$ cat config.mk
export PLATFORM = sky130hd
export DESIGN_NAME = ceespu_writeback
export DESIGN_NICKNAME = d
export VERILOG_FILES = /design/src/rtl/ceespu_pkg.sv /design/src/rtl/ceespu_wb_fifo.sv /design/src/rtl/ceespu_writeback.sv
export SDC_FILE = /design/constraint.sdc
export NUM_CORES = 1
export LEC_CHECK = 0
export ABC_AREA = 1
export BUFFER_PORTS_ARGS = -buffer_cell sky130_fd_sc_hd__buf_2
export CAP_MARGIN = 20
export CORE_MARGIN = 5
export CORE_UTILIZATION = 45
export DETAILED_ROUTE_END_ITERATION = 7
export PLACE_DENSITY = 0.77
export RECOVER_POWER = 100
export SETUP_SLACK_MARGIN = 0.15
export SLEW_MARGIN = 10
export SYNTH_ARGS = -nofsm -noshare
export SYNTH_HDL_FRONTEND = slang
export SYNTH_SLANG_ARGS = --single-unit
$ cat constraint.sdc
create_clock -name I_clk -period 5.4 [get_ports I_clk]
set_clock_uncertainty 0.05 [all_clocks]
set_input_delay 1.08 -clock I_clk [delete_from_list [all_inputs] [get_ports I_clk]]
set_output_delay 1.08 -clock I_clk [all_outputs]
set_load 0.01 [all_outputs]
$ cat src/rtl/ceespu_pkg.sv
// Shared constants and types for the ceespu register-file write side.
package ceespu_pkg;

    localparam int XLEN       = 32;
    localparam int REG_SEL_W  = 5;
    localparam int NUM_REGS   = 32;
    localparam int SP_REG     = 18;
    localparam int WB_ENTRY_W = REG_SEL_W + XLEN;

    localparam logic [REG_SEL_W-1:0] SEL_RST  = '0;
    localparam logic [XLEN-1:0]      DATA_RST = '0;
    localparam logic [NUM_REGS-1:0]  BUSY_RST = '0;

    // One buffered long-latency result: destination register plus its value.
    typedef struct packed {
        logic [REG_SEL_W-1:0] sel;
        logic [XLEN-1:0]      data;
    } wb_entry_t;

endpackage

$ cat src/rtl/ceespu_wb_fifo.sv
// Small synchronous FIFO buffering long-latency results until a free write slot.
module ceespu_wb_fifo
    import ceespu_pkg::*;
#(
    parameter int DEPTH = 4,
    parameter int WIDTH = WB_ENTRY_W,
    localparam int PTR_W = $clog2(DEPTH),
    localparam int CNT_W = PTR_W + 1
) (
    input  logic             clk_i,
    input  logic             rst_i,
    input  logic             push_i,
    input  logic             pop_i,
    input  logic [WIDTH-1:0] data_i,
    output logic [WIDTH-1:0] head_o,
    output logic             full_o,
    output logic             empty_o,
    output logic [CNT_W-1:0] count_o
);

    localparam logic [PTR_W-1:0] PTR_ONE  = PTR_W'(1);
    localparam logic [CNT_W-1:0] CNT_ONE  = CNT_W'(1);
    localparam logic [CNT_W-1:0] CNT_FULL = CNT_W'(DEPTH);

    logic [WIDTH-1:0] mem_q [DEPTH];
    logic [PTR_W-1:0] wrPtr_q, wrPtr_d;
    logic [PTR_W-1:0] rdPtr_q, rdPtr_d;
    logic [CNT_W-1:0] count_q, count_d;
    logic             doPush;
    logic             doPop;

    assign full_o  = (count_q == CNT_FULL);
    assign empty_o = (count_q == '0);
    assign count_o = count_q;
    assign head_o  = mem_q[rdPtr_q];

    // Full/empty come from registered count, so a pop never frees a slot for a same-cycle push.
    assign doPush = push_i && !full_o;
    assign doPop  = pop_i && !empty_o;

    // Next-state pointers and occupancy; DEPTH is a power of two so pointers wrap naturally.
    always_comb begin
        wrPtr_d = wrPtr_q;
        rdPtr_d = rdPtr_q;
        count_d = count_q;
        if (doPush) wrPtr_d = wrPtr_q + PTR_ONE;
        if (doPop)  rdPtr_d = rdPtr_q + PTR_ONE;
        case ({doPush, doPop})
            2'b10:   count_d = count_q + CNT_ONE;
            2'b01:   count_d = count_q - CNT_ONE;
            default: count_d = count_q;
        endcase
    end

    // Pointer and count state; clearing them on reset discards any queued entries.
    always_ff @(posedge clk_i or posedge rst_i) begin
        if (rst_i) begin
            wrPtr_q <= '0;
            rdPtr_q <= '0;
            count_q <= '0;
        end else begin
            wrPtr_q <= wrPtr_d;
            rdPtr_q <= rdPtr_d;
            count_q <= count_d;
        end
    end

    // Storage array needs no reset: entries are only visible through the pointers.
    always_ff @(posedge clk_i) begin
        if (doPush) mem_q[wrPtr_q] <= data_i;
    end

endmodule

$ cat src/rtl/ceespu_writeback.sv
// Register-file write master: ALU results win, buffered long-latency results fill idle slots.
module ceespu_writeback
    import ceespu_pkg::*;
#(
    parameter int DEPTH      = 4,
    parameter int STARVE_MAX = 8
) (
    input  logic                 I_clk,
    input  logic                 I_rst,
    input  logic                 I_alu_valid,
    input  logic [REG_SEL_W-1:0] I_alu_sel,
    input  logic [XLEN-1:0]      I_alu_data,
    input  logic                 I_mem_valid,
    output logic                 O_mem_ready,
    input  logic [REG_SEL_W-1:0] I_mem_sel,
    input  logic [XLEN-1:0]      I_mem_data,
    input  logic                 I_issue_valid,
    input  logic [REG_SEL_W-1:0] I_issue_sel,
    output logic [NUM_REGS-1:0]  O_busy,
    output logic                 O_alu_hold,
    output logic                 O_we,
    output logic [REG_SEL_W-1:0] O_selD,
    output logic [XLEN-1:0]      O_dataD
);

    localparam int CNT_W = $clog2(DEPTH) + 1;
    localparam logic [7:0] STARVE_LIM = 8'(STARVE_MAX);

    wb_entry_t            pushEntry;
    wb_entry_t            headEntry;
    logic                 fifoFull;
    logic                 fifoEmpty;
    logic [CNT_W-1:0]     fifoCount;
    logic                 fifoPush;
    logic                 fifoPop;

    logic                 we_q, we_d;
    logic [REG_SEL_W-1:0] selD_q, selD_d;
    logic [XLEN-1:0]      dataD_q, dataD_d;
    logic [NUM_REGS-1:0]  busy_q, busy_d;
    logic [7:0]           starve_q, starve_d;

    assign pushEntry = '{sel: I_mem_sel, data: I_mem_data};
    assign O_mem_ready = !fifoFull && !I_rst;
    assign fifoPush = I_mem_valid && O_mem_ready;
    assign fifoPop  = !I_alu_valid && !fifoEmpty;

    ceespu_wb_fifo #(
        .DEPTH (DEPTH),
        .WIDTH (WB_ENTRY_W)
    ) u_fifo (
        .clk_i   (I_clk),
        .rst_i   (I_rst),
        .push_i  (fifoPush),
        .pop_i   (fifoPop),
        .data_i  (pushEntry),
        .head_o  (headEntry),
        .full_o  (fifoFull),
        .empty_o (fifoEmpty),
        .count_o (fifoCount)
    );

    // Arbitration, scoreboard update and starvation tracking for the next cycle.
    always_comb begin
        we_d     = 1'b0;
        selD_d   = selD_q;
        dataD_d  = dataD_q;
        busy_d   = busy_q;
        starve_d = starve_q;

        if (I_alu_valid) begin
            we_d    = 1'b1;
            selD_d  = I_alu_sel;
            dataD_d = I_alu_data;
        end else if (fifoPop) begin
            we_d    = 1'b1;
            selD_d  = headEntry.sel;
            dataD_d = headEntry.data;
        end

        // Clear before set so a same-cycle issue to the committing register stays busy.
        if (fifoPop)       busy_d[headEntry.sel] = 1'b0;
        if (I_issue_valid) busy_d[I_issue_sel]   = 1'b1;

        if (fifoEmpty || fifoPop) begin
            starve_d = '0;
        end else if (starve_q != STARVE_LIM) begin
            starve_d = starve_q + 8'd1;
        end
    end

    // All architecturally visible state is registered; reset drops any pending write.
    always_ff @(posedge I_clk or posedge I_rst) begin
        if (I_rst) begin
            we_q     <= 1'b0;
            selD_q   <= SEL_RST;
            dataD_q  <= DATA_RST;
            busy_q   <= BUSY_RST;
            starve_q <= '0;
        end else begin
            we_q     <= we_d;
            selD_q   <= selD_d;
            dataD_q  <= dataD_d;
            busy_q   <= busy_d;
            starve_q <= starve_d;
        end
    end

    assign O_we       = we_q;
    assign O_selD     = selD_q;
    assign O_dataD    = dataD_q;
    assign O_busy     = busy_q;
    assign O_alu_hold = (starve_q == STARVE_LIM) || fifoFull;

    // Decode must stall on busy registers unless that register's write commits this same cycle.
    issueNotBusy: assert property (@(posedge I_clk) disable iff (I_rst)
        I_issue_valid |-> (!busy_q[I_issue_sel] || (fifoPop && headEntry.sel == I_issue_sel)));

endmodule

==> out/metrics.csv <==
stage,metric,value,unit
cts,clk_latency,530,ps
sta,final_max_slew_viol_count,66,
cts,hold_buffers,0,
sta,slew_headroom,-25.0,%
worst_setup_path,path_class,in -> reg,
worst_setup_path,cp-startpoint,I_rst,
grt,grt_pass1_wl,35100,um
cts,post_cts_buffers,0,
sta,final_hold_viol_count,0,
logic_synthesis,avgSynthCellArea,10.6,um2
grt,grt_max_degree,77,
worst_setup_path,cp_slowest_cell,nor2_1,
logic_synthesis,synth.distinct_cells,28,
sta,setup_tns,0,ps
cts,ctsResizeCount,0,
grt,overflow,0,
cts,cts.clk_slew.worst_paths,60,ps
sta,min_period,3940,ps
worst_setup_path,cp-start-kind,input port,
cells_and_area,post-route-util,53.9,%
cells_and_area,area_delta_synth_final,18.1,%
run_status,outcome,"complete, but fails checks",
sta,rsz0062_at_grt,no,
detailed_routing,drt_pre_antenna_iters,5,
placement,place_area,0.0107,mm2
cts,clockBufferDepth,3,
detailed_routing,avgRoutedWirePerCell,16.7,um
placement,numPortBuffers,155,
cts,ctsHtreeMaxLevel,1,
worst_setup_path,crit_fanout,23,
die,dieWidth,156,um
logic_synthesis,ys_seq_elements,233,
grt,track_usage,18.1,%
worst_setup_path,reg2reg_from,u_fifo.count_o[0]$_DFFE_PP0P_,
detailed_routing,wl,22700,um
die,core,0.0210,mm2
sta,worst_pin_slew,1870,ps
die,fp.dieArea,0.0243,mm2
detailed_routing,first_iter_violations,420,
detailed_routing,routed_via_density,5.11,
logic_synthesis,ys_seq_area_share,68.5,%
run_status,violations,"max-capacitance violations, max-slew violations",
sta,setup_viol,0,
logic_synthesis,yosysWarnings,0,
job,maxCapViolations,4,
cells_and_area,antenna_cells,0,
grt,antenna_found_initial,1,
min_path,min-delay-start,O_busy[23]$_DFF_PP0_,
cts,cts_tree,yes,
worst_setup_path,reg2reg_slack,1620,ps
worst_setup_path,endpoint_kind,register,
min_path,min_path_type,reg -> reg,
sta,max_freq,254,MHz
cts,root_buffer,clkbuf_16,
die,initial_utilization,45.6,%
cells_and_area,design_area,0.0113,mm2
logic_synthesis,syn-num-nets,1000,
worst_setup_path,slowest_delay,1180,ps
power,p_leak,4.36,nW
grt,grt_pass1_vias,6612,
worst_setup_path,required,5450,ps
logic_synthesis,syn_inst,908,
worst_setup_path,worstPathCellList,clkbuf_1 > a21oi_1 > nand2_1 > nor2_1 > clkbuf_1,
sta,hold_ws,425,ps
sta,min_period_over_period,72.9,%
cells_and_area,drive_gt1_share,9.62,%
detailed_routing,drtAntennaViolNets,0,
detailed_routing,vias,6926,
cells_and_area,finalNetCount,1155,
die,rows,53,
power,powerDensity,540,mW/mm2
cts,cts_sinks,233,
placement,hpwlAfterDp,14700,um
cells_and_area,final_cell_mix,"nand2_1 (220), o21ai_0 (156), nor2_1 (152)",
cts,numCtsBuffers,24,
cells_and_area,final_common_cell,nand2_1,
placement,place_congestion,0.808,
die,io_pins,156,
die,die_y,156,um
logic_synthesis,syn_area,0.00959,mm2
detailed_routing,drc,0,
worst_setup_path,arrival,3990,ps
power,ir_worst_vdd,0.000352,V
worst_setup_path,path_common_cell,clkbuf_1,
[cells in the mapped netlist, drive strengths merged]
cell type	number	share of area (%)
xor2	4	0.37
inv	31	1.2
a21oi	8	0.53
buf	20	1.2
nor2	157	6.6
clkbuf	17	0.67
edfxtp	148	46
dfrtp	85	22
nand2	223	8.8
a31oi	1	0.065
ha	7	0.91
o21ai	166	8.7
nand4	3	0.20
fa	1	0.21
and3	1	0.065
nand3	21	1.1
o211ai	3	0.23
nor3	11	0.57
xnor2	1	0.091
[routing by layer]
metal | track usage (%) | part of all wire, % | wire length (um)
met1 | 25.1 | 44 | 9880
met2 | 29.9 | 48 | 10800
met3 | 3.38 | 6.7 | 1530
met4 | 4.04 | 2.0 | 447
met5 | 0 | 0.057 | 13
[kinds of logic (layout without fill, tap and decap cells)]
family,after synthesis,count (layout),synth area share [%]
compound gates,178,178,9.49
buf+inv,68,241,3.12
fa+ha+maj,8,8,1.12
simple gates,416,416,17.3
flops,233,233,68.5
xor+xnor,5,5,0.456
[worst max-delay path: cells and delay by family]
kind	cells	cell delay, ps
AND/OR/NAND/NOR	2	1470
buffers and inverters	2	1250
AO/OA/AOI/OAI	1	170
[final timing paths]
kind / to / cells after the start
worst max-delay path: u_fifo.mem_q[2][14]$_DFFE_PP_ / 5
worst min-delay path: O_busy[23]$_DFF_PP0_ / 2
worst max register to register: u_fifo.mem_q[2][14]$_DFFE_PP_ / 5
worst min register to register: O_busy[23]$_DFF_PP0_ / 2
max in group asynchronous: u_fifo.rdPtr_q[0]$_DFFE_PP0P_ / 4
min in group asynchronous: O_dataD[22]$_DFFE_PP0P_ / 2
[flip-flops by register name (all words and copies together) (netlist names)]
register and cells:
O_selD 5, u_fifo.mem_q 148, O_dataD 32, u_fifo.rdPtr_q 2
O_we 1, starve_q 8, O_busy 32, u_fifo.wrPtr_q 2
u_fifo.count_o 3
[layout make-up]
cell class | count | area [um2]
clock buffer | 31 | 668
clock inverter | 13 | 218
fill | 1803 | 9690
inverter | 31 | 118
multi-input combinational | 607 | 2690
sequential | 233 | 6570
tap | 275 | 344
timing repair buffer | 166 | 724
[metrics by stage]
step | worst slack, ps | cells | total power [mW]
final | 1460 | 1356 | 6.11
after global routing | 1070 | 1356 | 6.49
after CTS | 2160 | 1354 | 6.29
after detailed placement | 1650 | 1310 | 4.46
after global placement | 1780 | 1305 | 4.38
after floorplan | 1760 | 908 | 3.77
[report_power, final]
group / leakage, nW / internal, mW / switching, mW / total, mW
logic: 1.58 / 0.541 / 1.22 / 1.76
registers: 2.36 / 2.32 / 0.218 / 2.54
clock network: 0.423 / 1.12 / 0.698 / 1.82
total: 4.36 / 3.98 / 2.14 / 6.11
Power figures use the tool's default switching activity.
